## src/rtl/iob_deser_pkg.sv

```systemverilog
// Shared definitions for the iob_deser_n serial-in, parallel-out deserializer.
package iob_deser_pkg;

    typedef enum logic {
        DESER_EMPTY = 1'b0,
        DESER_FULL  = 1'b1
    } deser_state_t;

    // Counter width for a modulo-n count, never narrower than one bit.
    function automatic int cnt_w(input int n);
        return (n <= 2) ? 1 : $clog2(n);
    endfunction

endpackage

```

## src/rtl/iob_modcnt_n.sv

```systemverilog
// Modulo-N up-counter with clock enable; wrap_o flags the edge that returns the count to zero.
module iob_modcnt_n
    import iob_deser_pkg::*;
#(
    parameter int N = 8,
    parameter int W = cnt_w(N)
) (
    input  logic         clk_i,
    input  logic         rst_n_i,
    input  logic         ce_i,
    input  logic         en_i,
    output logic [W-1:0] cnt_o,
    output logic         wrap_o
);

    localparam logic [W-1:0] CNT_MAX = W'(N - 1);

    assign wrap_o = ce_i & en_i & (cnt_o == CNT_MAX);

    // NOTE: sequential state is written with <= so every flop samples pre-edge values.
    always_ff @(posedge clk_i) begin
        if (!rst_n_i) begin
            cnt_o <= '0;
        end else if (ce_i && en_i) begin
            cnt_o <= wrap_o ? '0 : cnt_o + W'(1);
        end
    end

endmodule

```

## src/rtl/iob_deser_n.sv

```systemverilog
// Deserializer with a one-word valid/ready output buffer; define IOB_DESER_MSB_FIRST_EN
// for MSB-first assembly (default is LSB first).
module iob_deser_n
    import iob_deser_pkg::*;
#(
    parameter int                 DATA_W  = 8,
    parameter logic [DATA_W-1:0]  RST_VAL = '0
) (
    input  logic                        clk_i,
    input  logic                        rst_n_i,
    input  logic                        ce_i,
    input  logic                        ser_valid_i,
    input  logic                        ser_data_i,
    output logic                        ser_ready_o,
    output logic [DATA_W-1:0]           data_o,
    output logic                        data_valid_o,
    input  logic                        data_ready_i,
    output logic [cnt_w(DATA_W)-1:0]    bit_cnt_o
);

    localparam int                CNT_W    = cnt_w(DATA_W);
    localparam logic [CNT_W-1:0]  LAST_CNT = CNT_W'(DATA_W - 1);

    deser_state_t       state;
    logic [DATA_W-1:0]  sreg;
    logic [DATA_W-1:0]  word_next;
    logic               at_last;
    logic               bit_acc;
    logic               last_bit;
    logic               consume;

    assign at_last      = (bit_cnt_o == LAST_CNT);
    assign data_valid_o = (state == DESER_FULL);
    // Only the final bit of a word can stall, and only while the held word is not draining.
    assign ser_ready_o  = ce_i & ~(at_last & data_valid_o & ~data_ready_i);
    assign bit_acc      = ser_valid_i & ser_ready_o;
    assign consume      = ce_i & data_valid_o & data_ready_i;

    iob_modcnt_n #(
        .N (DATA_W),
        .W (CNT_W)
    ) u_bit_cnt (
        .clk_i   (clk_i),
        .rst_n_i (rst_n_i),
        .ce_i    (ce_i),
        .en_i    (bit_acc),
        .cnt_o   (bit_cnt_o),
        .wrap_o  (last_bit)
    );

    // NOTE: default assignment first so no path through always_comb leaves word_next unassigned (no latch).
    always_comb begin
        word_next = sreg;
`ifdef IOB_DESER_MSB_FIRST_EN
        word_next = {sreg[DATA_W-2:0], ser_data_i};
`else
        word_next[bit_cnt_o] = ser_data_i;
`endif
    end

    // The completed word, including the bit accepted at this edge, goes straight to data_o.
    always_ff @(posedge clk_i) begin
        if (!rst_n_i) begin
            state  <= DESER_EMPTY;
            sreg   <= RST_VAL;
            data_o <= RST_VAL;
        end else if (ce_i) begin
            if (bit_acc) begin
                sreg <= word_next;
            end
            if (last_bit) begin
                data_o <= word_next;
            end
            case (state)
                DESER_EMPTY: if (last_bit)             state <= DESER_FULL;
                DESER_FULL:  if (consume && !last_bit) state <= DESER_EMPTY;
                default:                               state <= DESER_EMPTY;
            endcase
        end
    end

endmodule
```

## config.mk

```make
export PLATFORM = sky130hd
export DESIGN_NAME = iob_deser_n
export DESIGN_NICKNAME = d
export VERILOG_FILES = /design/src/rtl/iob_deser_pkg.sv /design/src/rtl/iob_modcnt_n.sv /design/src/rtl/iob_deser_n.sv
export SDC_FILE = /design/constraint.sdc
export NUM_CORES = 1
export LEC_CHECK = 0
export CORE_AREA = 10 10 53 63
export CTS_CLUSTER_DIAMETER = 40
export CTS_CLUSTER_SIZE = 16
export DETAILED_ROUTE_END_ITERATION = 6
export DIE_AREA = 0 0 63 73
export GPL_TIMING_DRIVEN = 0
export PLACE_DENSITY = 0.76
export SLEW_MARGIN = 20
export SYNTH_ARGS = -nofsm -noshare
export SYNTH_HDL_FRONTEND = slang
export SYNTH_HIERARCHICAL = 1
export SYNTH_SLANG_ARGS = --single-unit
```

## constraint.sdc

```tcl
create_clock -name clk_i -period 2.3 [get_ports clk_i]
set_input_delay 0.23 -clock clk_i [delete_from_list [all_inputs] [get_ports clk_i]]
set_output_delay 0.23 -clock clk_i [all_outputs]
set_load 0.03 [all_outputs]
```

==> flow_summary.json <==
{
  "synth_fp_nets": 120,
  "worstSetupPathType": "input port to output pin",
  "ys_ff_latch": 20,
  "dieWidth_um": 63,
  "row_count": 19,
  "grt_pass1_wl_mm": 4.15,
  "hold_viol": 0,
  "cts.sinks": 20,
  "diodes": 0,
  "nets": 141,
  "rsz0062_at_grt": "no",
  "crit_required_ps": 2070,
  "dieArea_um2": 4600,
  "antenna_found_initial": 0,
  "synth_compound_area_share_pct": 30.7,
  "dp_slack_ps": -63.2,
  "synth_edf_count": 0,
  "syn_inst": 112,
  "powerDensity_nw_per_um2": 566,
  "fin_crit_sh_pct": 95.6,
  "portBuffers": 16,
  "grt_use_total_pct": 11.0,
  "start_kind": "input port",
  "drc": 0,
  "skew_ps": 9.51,
  "maxSlewViolCount": 0,
  "synth_flop_cell": "dfxtp_1",
  "area_delta_synth_final_pct": 24.8,
  "num_vias": 929,
  "status": "finished, final reports clean",
  "yosys.area.top_type": "dfxtp_1",
  "fmax_mhz": 455,
  "cts_buffers": 3,
  "cts-root-buf": "clkbuf_4",
  "hp-class": "input port to register",
  "vias_per_cell": 5.70,
  "insertion_delay_ps": 310,
  "fillers": 214,
  "synth_simple_gate_area_share_pct": 16.1,
  "yosys.cell_types.count": 27,
  "ioPinCount": 19,
  "syn_area_um2": 1040,
  "synthXorXnorAreaFrac_pct": 0,
  "grt_max_degree": 16,
  "cts.htree.levels": 1,
  "dp_hpwl_mm": 1.78,
  "setup-violations-final": 0,
  "yosys_warnings": 6,
  "wl_mm": 2.58,
  "synth_area_leaders": "dfxtp_1, a21oi_1, mux2i_1",
  "p_total_mw": 0.735,
  "drive_gt1_share_pct": 9.85,
  "ir_worst_vdd_v": 0.000514,
  "leakage_nw": 0.529,
  "dp_cells": 159,
  "fin_hold_ws_ps": 463,
  "cts_setup_buffers": 0,
  "synthAdderAreaFrac_pct": 2.41,
  "drtPass1Iterations": 4,
  "synthMuxAreaShare_pct": 7.70,
  "synth_top_family_by_area": "compound AO/OA/AOI/OAI gates",
  "postSynthAreaPerCell_um2": 9.28,
  "setup_slack_ps": 102,
  "tritoncts": "yes",
  "drt-initial-drc-count": 33,
  "ant_nets": 0,
  "min_period_ps": 2200,
  "grt_pass1_vias": 856,
  "clkTransAtPathRegs_ps": 130,
  "ys_seq_area_share_pct": 38.5,
  "gp_congestion": 0.784,
  "synth_top_cell_area_share_pct": 38.5,
  "fin_util_pct": 58.7,
  "cap_violations": 0,
  "tightest_slew_ps": 428,
  "cp.arrival_ps": 1970,
  "ys_async_sr_fraction_pct": 0,
  "fin_cells": 163,
  "cts_max_path_buffers": 2,
  "coreArea_um2": 2210,
  "fp.dieH_um": 73,
  "setup.worst_path.end_class": "output pin",
  "max_slew_margin_pct": 71.5,
  "grt-ovfl-total": 0,
  "start_util_pct": 47.0,
  "wire_per_inst_um": 15.8,
  "cp_max_fo": 10
}
[cells in the mapped netlist, drive strengths merged, types with 2 or more instances]
cell type and n:
o21a 3, dfxtp 20, a21boi 3, a21o 8
o21ai 8, or2b 8, o311ai 8, buf 3
mux2i 8, a21oi 17, ha 2, and3 2
clkbuf 6, nor3b 3, nand3b 3
[critical path, stage by stage]
cell             delay [ps]
clkdlybuf4s50_1         620
buf_2                   280
o31a_1                  170
clkdlybuf4s50_1         670
[report_power, final]
| group | switching (mW) | leakage, nW | total [mW] | internal, mW |
|---|---|---|---|---|
| logic | 0.0413 | 0.337 | 0.0748 | 0.0336 |
| clock network | 0.118 | 0.0279 | 0.294 | 0.176 |
| registers | 0.00957 | 0.165 | 0.366 | 0.356 |
| total | 0.168 | 0.529 | 0.735 | 0.566 |
[layer usage]
layer | wire (um) | global-route usage, % | up-vias
met1 | 1240 | 13.7 | 434
met3 | 204 | 4.30 | 2
met5 | 0 | 0 | -
li1 | - | - | 461
met2 | 1120 | 16.4 | 32
met4 | 21 | 4.48 | 0
[path summary, 6_finish.rpt]
path                 from           to  slack [ps]  cells after the start
max                  ce_i  ser_ready_o         100                      4
min            ser_data_i      sreg[2]         460                      3
max reg2reg  data_valid_o    data_o[5]         250                      9
min reg2reg     data_o[2]    data_o[2]         550                      2
[timing repair]
item                                   CTS  global route
hold buffers                             0             0
setup endpoints to repair                1             3
endpoints found under the hold margin    0             0
gates resized for setup                  2             4
[state kept, by name, indices dropped and copies added (netlist names)]
| name | cells |
|---|---|
| data_valid_o | 1 |
| sreg | 8 |
| u_bit_cnt/cnt_o | 3 |
| data_o | 8 |
[cell type report]
| class | instances | area [um^2] | share of cell area (%) |
|---|---|---|---|
| clock inverters | 1 | 30.0 | 2.31 |
| plain buffers | 9 | 45.0 | 3.47 |
| well taps | 31 | 38.8 | 2.99 |
| repair buffers | 16 | 160 | 12.3 |
| clock buffers | 3 | 22.5 | 1.74 |
| flip-flops and latches | 20 | 405 | 31.2 |
| multi-input cells | 82 | 592 | 45.6 |
| inverters | 1 | 3.75 | 0.289 |
[cell families (layout without fill, tap and decap cells)]
group	count (synthesis)	count (layout)
simple gates	23	23
flops	20	20
mux	8	8
buf+inv	10	30
fa+ha+maj	2	2
compound gates	49	49
[stage by stage]
| stage | instance area (um^2) | setup TNS [ps] |
|---|---|---|
| finish | 1300 | 0 |
| CTS | 1290 | 0 |
| floorplan | 1040 | 0 |
| detailed placement | 1240 | -95.0 |
| global route | 1300 | 0 |
| global placement | 1240 | -48.0 |
[cells in the final DEF (no fill, tap or decap), drive strengths merged]
| cell type | n |
|---|---|
| bufinv | 1 |
| or2b | 8 |
| nand3b | 3 |
| nand3 | 1 |
| o31a | 1 |
| and4bb | 1 |
| o311a | 1 |
| inv | 1 |
| clkbuf | 8 |
| nor2b | 1 |
| dfxtp | 20 |
| and3 | 2 |
| ha | 2 |
| nand2 | 1 |
| mux2i | 8 |
| a21oi | 17 |
| clkdlybuf4s50 | 16 |
| o21ai | 8 |
| a21boi | 3 |
| nor3 | 1 |
| o21a | 3 |
| and2 | 1 |
| a21o | 8 |
| nor3b | 3 |
| and4b | 1 |
| buf | 4 |
| o311ai | 8 |
Power figures use the tool's default switching activity.
